[src/rtl/led_blink_ctrl.sv]
// Button-driven LED blink controller: synchronizes and debounces a push-button,
// cycles OFF/SLOW/FAST/ON on each accepted press and drives a glitch-free LED level.
module led_blink_ctrl #(
   parameter int SLOW_HALF = 25_000_000,
   parameter int FAST_HALF = 6_250_000,
   parameter int DB_CYCLES = 1_000_000
) (
   input  logic       clk,
   input  logic       rst,
   input  logic       btn_in,
   output logic       led,
   output logic [1:0] mode,
   output logic       btn_pulse
);

   localparam int DBW = $clog2(DB_CYCLES);
   localparam int PW  = $clog2(SLOW_HALF);

   localparam logic [DBW-1:0] DB_LAST   = DBW'(DB_CYCLES - 1);
   localparam logic [PW-1:0]  SLOW_LAST = PW'(SLOW_HALF - 1);
   localparam logic [PW-1:0]  FAST_LAST = PW'(FAST_HALF - 1);

   typedef enum logic [1:0] {
      MODE_OFF  = 2'b00,
      MODE_SLOW = 2'b01,
      MODE_FAST = 2'b10,
      MODE_ON   = 2'b11
   } mode_t;

   mode_t state;
   mode_t state_next;

   logic           sync1;
   logic           sync2;
   logic           stable;
   logic [DBW-1:0] db_cnt;
   logic           db_mismatch;
   logic           db_expire;
   logic           accept_press;
   logic [PW-1:0]  phase_cnt;
   logic [PW-1:0]  phase_last;

   // Two-flop synchronizer for the asynchronous button input.
   always_ff @(posedge clk or posedge rst) begin
      if (rst) begin
         sync1 <= 1'b0;
         sync2 <= 1'b0;
      end else begin
         sync1 <= btn_in;
         sync2 <= sync1;
      end
   end

   assign db_mismatch  = (sync2 != stable);
   assign db_expire    = db_mismatch && (db_cnt == DB_LAST);
   assign accept_press = db_expire && sync2;

   // A level change is accepted only after DB_CYCLES consecutive mismatching cycles.
   always_ff @(posedge clk or posedge rst) begin
      if (rst) begin
         stable    <= 1'b0;
         db_cnt    <= '0;
         btn_pulse <= 1'b0;
      end else begin
         btn_pulse <= accept_press;
         if (!db_mismatch) begin
            db_cnt <= '0;
         end else if (db_expire) begin
            stable <= sync2;
            db_cnt <= '0;
         end else begin
            db_cnt <= db_cnt + DBW'(1);
         end
      end
   end

   // Mode FSM: state register.
   always_ff @(posedge clk or posedge rst) begin
      if (rst) begin
         state <= MODE_SLOW;
      end else begin
         state <= state_next;
      end
   end

   // Mode FSM: advance one step per accepted press, wrapping ON back to OFF.
   always_comb begin
      state_next = state;
      if (btn_pulse) begin
         case (state)
            MODE_OFF:  state_next = MODE_SLOW;
            MODE_SLOW: state_next = MODE_FAST;
            MODE_FAST: state_next = MODE_ON;
            MODE_ON:   state_next = MODE_OFF;
            default:   state_next = MODE_SLOW;
         endcase
      end
   end

   assign mode       = state;
   assign phase_last = (state == MODE_FAST) ? FAST_LAST : SLOW_LAST;

   // Blink engine; a mode change restarts the phase and wins over a same-edge toggle.
   always_ff @(posedge clk or posedge rst) begin
      if (rst) begin
         phase_cnt <= '0;
         led       <= 1'b0;
      end else if (btn_pulse) begin
         phase_cnt <= '0;
         led       <= (state_next == MODE_ON);
      end else begin
         case (state)
            MODE_OFF: begin
               phase_cnt <= '0;
               led       <= 1'b0;
            end
            MODE_ON: begin
               phase_cnt <= '0;
               led       <= 1'b1;
            end
            default: begin
               if (phase_cnt == phase_last) begin
                  phase_cnt <= '0;
                  led       <= ~led;
               end else begin
                  phase_cnt <= phase_cnt + PW'(1);
               end
            end
         endcase
      end
   end

endmodule

[config.mk]
export PLATFORM = sky130hd
export DESIGN_NAME = led_blink_ctrl
export DESIGN_NICKNAME = d
export VERILOG_FILES = /design/src/rtl/led_blink_ctrl.sv
export SDC_FILE = /design/constraint.sdc
export NUM_CORES = 1
export LEC_CHECK = 0
export CAP_MARGIN = 20
export CORE_AREA = 2 2 84 70
export CTS_BUF_LIST = sky130_fd_sc_hd__clkbuf_4
export DETAILED_ROUTE_END_ITERATION = 7
export DIE_AREA = 0 0 86 72
export MAX_ROUTING_LAYER = met4
export PLACE_DENSITY = 0.66
export SETUP_SLACK_MARGIN = 0.02
export SLEW_MARGIN = 15
export SYNTH_ARGS = -nofsm -noshare
export SYNTH_HDL_FRONTEND = slang
export SYNTH_SLANG_ARGS = --single-unit
export TNS_END_PERCENT = 30
[constraint.sdc]
create_clock -name clk -period 3.31 [get_ports clk]
set_input_delay 0.662 -clock clk [delete_from_list [all_inputs] [get_ports clk]]
set_output_delay 0.662 -clock clk [all_outputs]
set_load 0.02 [all_outputs]
==> impl_metrics.py, run 1 <==
metrics = {
    "global_routing": {
        "grt_pass1_wl_um": 7910,
        "antenna_found_initial": 0,
        "grt.overflow.total": 0,
        "grt_max_degree": 21,
        "track_usage": 0.168,
        "grt_pass1_vias": 1629,
    },
    "clocking": {
        "htreeDepth": 2,
        "cts_tree": "built",
        "clk_root_buffer_cell": "clkbuf_4",
        "clkTransAtPathRegs_ps": 150,
        "clock_latency_ps": 370,
        "post_cts_buffers": 0,
        "cts.sinks": 52,
        "cts.repair.resized": 0,
        "ctsHoldBuffers": 0,
        "numCtsBuffers": 5,
        "cts.path.max_buffers": 2,
    },
    "power_and_ir_drop": {
        "p_total_uw": 1180,
        "ir_drop_v": 0.000254,
        "p_sw_uw": 222,
        "power_frac_comb": 0.022,
        "power.share.switching": 0.188,
        "clock_power_share": 0.433,
        "powerDensity_nw_per_um2": 423,
        "pwr-share-seq": 0.545,
        "p_leak_uw": 0.00111,
        "p_int_uw": 958,
    },
    "flow_run": {
        "drv_cap": 0,
    },
    "finish": {
        "layout-area-overhead-vs-synth_pct": 9.48,
        "nets": 275,
        "antennaDiodeCount": 0,
        "final_common_cell": "nor2_1",
        "fill_cells": 457,
        "final_cell_mix": "nor2_1 (57), dfrtp_1 (51), nand3_1 (24)",
        "drive_above_1_share": 0.0672,
        "utilization": 0.525,
    },
    "synth": {
        "synthCells": 256,
        "avgSynthCellArea_um2": 9.95,
        "ys_ff_latch": 52,
        "synth_top_area_share": 0.501,
        "syn_area_um2": 2550,
        "syn_nets": 264,
        "seq_area_frac_synth": 0.511,
        "synth_warnings": 0,
        "synth_area_leaders": "dfrtp_1 (50%), nor2_1 (8.4%), xor2_1 (7.6%)",
        "yosysUniqueCellTypes": 33,
        "synth_top_area_cell": "dfrtp_1",
    },
    "floorplanning": {
        "fp.dieArea_um2": 6190,
        "dieWidth_um": 86,
        "coreArea_um2": 5320,
        "initial_core_util": 0.479,
        "die_h_um": 72,
        "num_rows": 24,
        "ios": 7,
    },
    "placed_design": {
        "place.gp.congestion": 0.792,
        "hpwlAfterDp_um": 3220,
        "port_buffers": 6,
        "place_ws_ps": 756,
    },
    "critical_path": {
        "crit_type": "flop to flop",
        "endpoint_kind": "flop",
        "r2r_end": "phase_cnt[2]",
        "endpoint": "phase_cnt[2]",
        "ff2ff_setup_slack_ps": 730,
        "rr_startpoint": "mode[0]",
        "startpoint_type": "flop",
        "critPathArrivalTime_ps": 2840,
        "required_ps": 3570,
        "startpoint": "mode[0]",
        "cp_max_fo": 16,
        "ff2ff_path_depth": 8,
    },
    "detailed_routing": {
        "vias_per_cell": 5.17,
        "routed.top_layer": "met4",
        "vias": 1721,
        "dr.pass1.iters": 4,
        "drt_drc_violations_left": 0,
        "drt_iter0_drc": 107,
        "m1WireLength_um": 2530,
        "wl_met3_um": 148,
        "final_antenna_net_count": 0,
        "wl_per_cell_um": 13.3,
        "met2_length_um": 1670,
        "wl_um": 4430,
    },
    "worst_hold_path": {
        "hold_class": "flop to flop",
    },
    "timing": {
        "holdWs_ps": 378,
        "fmax_mhz": 388,
        "setup_viol": 0,
        "rsz0062_at_grt": "no",
        "clock_skew_ps": 16.7,
        "tns_ps": 0,
        "layout_setup_ws_ps": 730,
        "fin_crit_sh": 0.779,
        "worst_pin_slew_ps": 784,
        "period_needed_ps": 2580,
        "relSlewSlack": 0.472,
        "final-hold-violation-count": 0,
        "slew_viol_final": 0,
    },
    "status": {
        "status": "finished, final reports clean",
    },
}
-- critical path, cell delays in order, from the launching register on --
cell	delay, ps
dfstp_2	580
inv_1	60
ha_1	240
nor4b_1	260
nand3_1	130
a2111oi_2	450
or2_1	390
buf_4	290
nor2_1	80
-- cells by family after synthesis --
family,synth area share
compound gates,0.0177
xor+xnor,0.144
fa+ha+maj,0.0246
buf+inv,0.0300
flops,0.511
mux,0.00442
simple gates,0.268
-- metal layers --
| layer | up-vias | global-route usage |
|---|---|---|
| met3 | 8 | 0.0364 |
| met1 | 808 | 0.267 |
| met5 | - | - |
| met2 | 26 | 0.206 |
| met4 | 0 | 0.0635 |
| li1 | 879 | - |
-- synth_stat cells (all sizes together) --
library cell,instances
nor4,3
buf,4
dfrtp,51
nand2b,1
clkbuf,1
xnor2,20
or3,2
a2111oi,1
o21ai,3
or2,2
inv,7
a21oi,3
xor2,22
nand2,14
nor4bb,4
and2,1
nand3,24
ha,5
dfstp,1
mux2,1
nor4b,3
and3,8
nand4b,2
and4,1
nor3b,1
nor3,7
nor2,57
or4,1
nand4,6
-- state kept, by name, summed over array words and instances (netlist names) --
register / count
phase_cnt: 25
btn_pulse: 1
sync1: 1
db_cnt: 20
stable: 1
led: 1
mode: 2
sync2: 1
-- power by group through the flow --
stage	Combinational, uW	Sequential, uW	Clock, uW
after CTS	27.8	643	524
final	26.1	643	511
after global placement	27.3	655	0
after global routing	32.0	644	547
after floorplan	17.4	654	0
after detailed placement	27.8	655	0
-- area by class of cell --
class	instances	area, um2	area share
Clock buffer	5	37.5	0.0135
Timing Repair Buffer	9	82.6	0.0296
Tap cell	65	81.3	0.0292
Multi-Input combinational cell	192	1170	0.419
Inverter	7	26.3	0.00942
Clock inverter	3	90.1	0.0323
Sequential cell	52	1300	0.467
-- worst min-delay path by stage --
stage | start | end | slack [ps] | cells past startpoint
after floorplan | sync1 | sync2 | 330 | 0
final | sync1 | sync2 | 380 | 0
after detailed placement | sync1 | sync2 | 340 | 0
after global routing | sync1 | sync2 | 400 | 0
after CTS | sync1 | sync2 | 380 | 0
after global placement | sync1 | sync2 | 330 | 0
-- through the flow --
| step | std cells | instance area [um2] |
|---|---|---|
| 2_1_floorplan | 256 | 2550 |
| 3_5_place_dp | 325 | 2660 |
| 4_1_cts | 333 | 2790 |
| 3_3_place_gp | 325 | 2660 |
| 5_1_grt | 333 | 2790 |
| 6_report | 333 | 2790 |
No activity file was read; power rests on OpenSTA's default activity.
==> run 2: changes to the inputs <==
--- a/config.mk
+++ b/config.mk
@@ -11,7 +11,7 @@
 export DETAILED_ROUTE_END_ITERATION = 7
 export DIE_AREA = 0 0 86 72
 export MAX_ROUTING_LAYER = met4
-export PLACE_DENSITY = 0.66
+export PLACE_DENSITY = 0.69
 export SETUP_SLACK_MARGIN = 0.02
 export SLEW_MARGIN = 15
 export SYNTH_ARGS = -nofsm -noshare
==> constraint.sdc (replaced) <==
create_clock -name clk -period 2.2 [get_ports clk]
set_input_delay 0.44 -clock clk [delete_from_list [all_inputs] [get_ports clk]]
set_output_delay 0.44 -clock clk [all_outputs]
set_load 0.02 [all_outputs]
==> impl_metrics.py, run 2 (same netlist as run 1, synthesis figures left out) <==
metrics = {
    "finish": {
        "fill_cells": 496,
        "top_register": "phase_cnt",
        "nets": 282,
        "final_cell_mix": "nor2_1 (57), dfrtp_1 (51), nand3_1 (24)",
        "antennaDiodeCount": 0,
        "layout-area-overhead-vs-synth_pct": 10.9,
        "utilization": 0.531,
        "drive_above_1_share": 0.0945,
        "regArea_um2": 1300,
        "largest_register_ffs": 25,
        "multi_input_area_um2": 1180,
        "design_area_um2": 2820,
        "final_common_cell": "nor2_1",
    },
    "global_routing": {
        "grt_pass1_wl_um": 7870,
        "antenna_found_initial": 0,
        "grt.overflow.total": 0,
        "track_usage": 0.165,
        "grt_max_degree": 53,
        "grt_pass1_vias": 1688,
    },
    "timing": {
        "clock_skew_ps": 5.89,
        "rsz0062_at_grt": "yes",
        "worst_pin_slew_ps": 647,
        "tns_ps": 0,
        "final-hold-violation-count": 0,
        "slew_viol_final": 0,
        "fmax_mhz": 484,
        "period_needed_ps": 2060,
        "relSlewSlack": 0.565,
        "fin_crit_sh": 0.938,
        "setup_viol": 0,
    },
    "clocking": {
        "clock_latency_ps": 360,
        "cts.path.max_buffers": 2,
        "htreeDepth": 2,
        "ctsHoldBuffers": 0,
        "numCtsBuffers": 5,
        "clkTransAtPathRegs_ps": 140,
        "clk_root_buffer_cell": "clkbuf_4",
        "cts.sinks": 52,
        "cts_tree": "built",
    },
    "floorplanning": {
        "dieWidth_um": 86,
        "initial_core_util": 0.479,
        "die_h_um": 72,
        "num_rows": 24,
        "ios": 7,
        "fp.dieArea_um2": 6190,
        "coreArea_um2": 5320,
    },
    "critical_path": {
        "ff2ff_path_depth": 8,
        "crit_family": "simple AND/OR/NAND/NOR gates",
        "cpMaxStageDelayCell": "dfstp_2",
        "cp.depth": 8,
        "endpoint_kind": "flop",
        "required_ps": 2460,
        "endpoint": "phase_cnt[17]",
        "path_buf_inv": 2,
        "rr_startpoint": "mode[0]",
        "critPathArrivalTime_ps": 2320,
        "r2r_end": "phase_cnt[17]",
        "worstPathCellList": "inv_1 > ha_2 > nor4b_2 > nand3_1 > a2111oi_2 > or2_4 > clkbuf_16 > nor2_1",
        "startpoint": "mode[0]",
        "ff2ff_setup_slack_ps": 140,
        "max_stage_delay_ps": 570,
        "cp_max_fo": 8,
        "crit_type": "flop to flop",
        "startpoint_type": "flop",
    },
    "placed_design": {
        "port_buffers": 6,
        "place_area_um2": 2720,
        "place.gp.congestion": 0.835,
        "hpwlAfterDp_um": 3120,
    },
    "detailed_routing": {
        "wl_per_cell_um": 13.3,
        "vias_per_cell": 5.25,
        "dr.pass1.iters": 4,
        "wl_um": 4530,
        "drt_iter0_drc": 92,
        "vias": 1785,
        "final_antenna_net_count": 0,
        "drt_drc_violations_left": 0,
    },
    "power_and_ir_drop": {
        "powerDensity_nw_per_um2": 505,
        "p_leak_uw": 0.00114,
        "ir_drop_v": 0.000375,
    },
    "status": {
        "status": "finished, final reports clean",
    },
    "worst_hold_path": {
        "hold_start": "sync1",
        "hold_class": "flop to flop",
    },
    "flow_run": {
        "drv_cap": 0,
    },
}
## run 2: where the power goes
group | leakage [uW] | internal, uW | switching, uW
clock | 0.0000307 | 132 | 285
sequential | 0.000716 | 962 | 5.82
combinational | 0.000391 | 13.3 | 28.5
## run 2: what timing repair did
| item | CTS | global route |
|---|---|---|
| pin swaps | 1 | 3 |
| setup buffers | 0 | 2 |
| endpoints found under the setup margin | 9 | 27 |
| hold endpoints to repair | 0 | 0 |
| resized for setup | 2 | 2 |
| cloned | 0 | 1 |
## run 2: layout make-up
class	instances	area share
clock buffers	6	0.0160
clock inverters	2	0.00266
well taps	65	0.0288
flip-flops and latches	52	0.461
inverters	7	0.00930
repair buffers	16	0.0642
multi-input cells	192	0.418
## run 2: worst min path at each step
stage	slack, ps	cells after the start	end
after global routing	380	0	sync2
after detailed placement	350	0	sync2
after floorplan	330	0	sync2
after global placement	340	0	sync2
final	370	0	sync2
after CTS	370	0	sync2
## run 2: layer usage
metal	global-route usage	routed length [um]
met1	0.247	2530
met2	0.233	1830
met3	0.0341	149
met4	0.0370	22
met5	-	0
## run 2: stage by stage
stage          setup slack (ps)  power [uW]  cells  hold WS [ps]
2_1_floorplan              45.5        1010    256           331
3_3_place_gp                113        1030    329           338
3_5_place_dp               8.14        1030    329           346
4_1_cts                    18.7        1450    337           368
5_1_grt                    13.4        1500    340           382
6_report                    136        1430    340           368
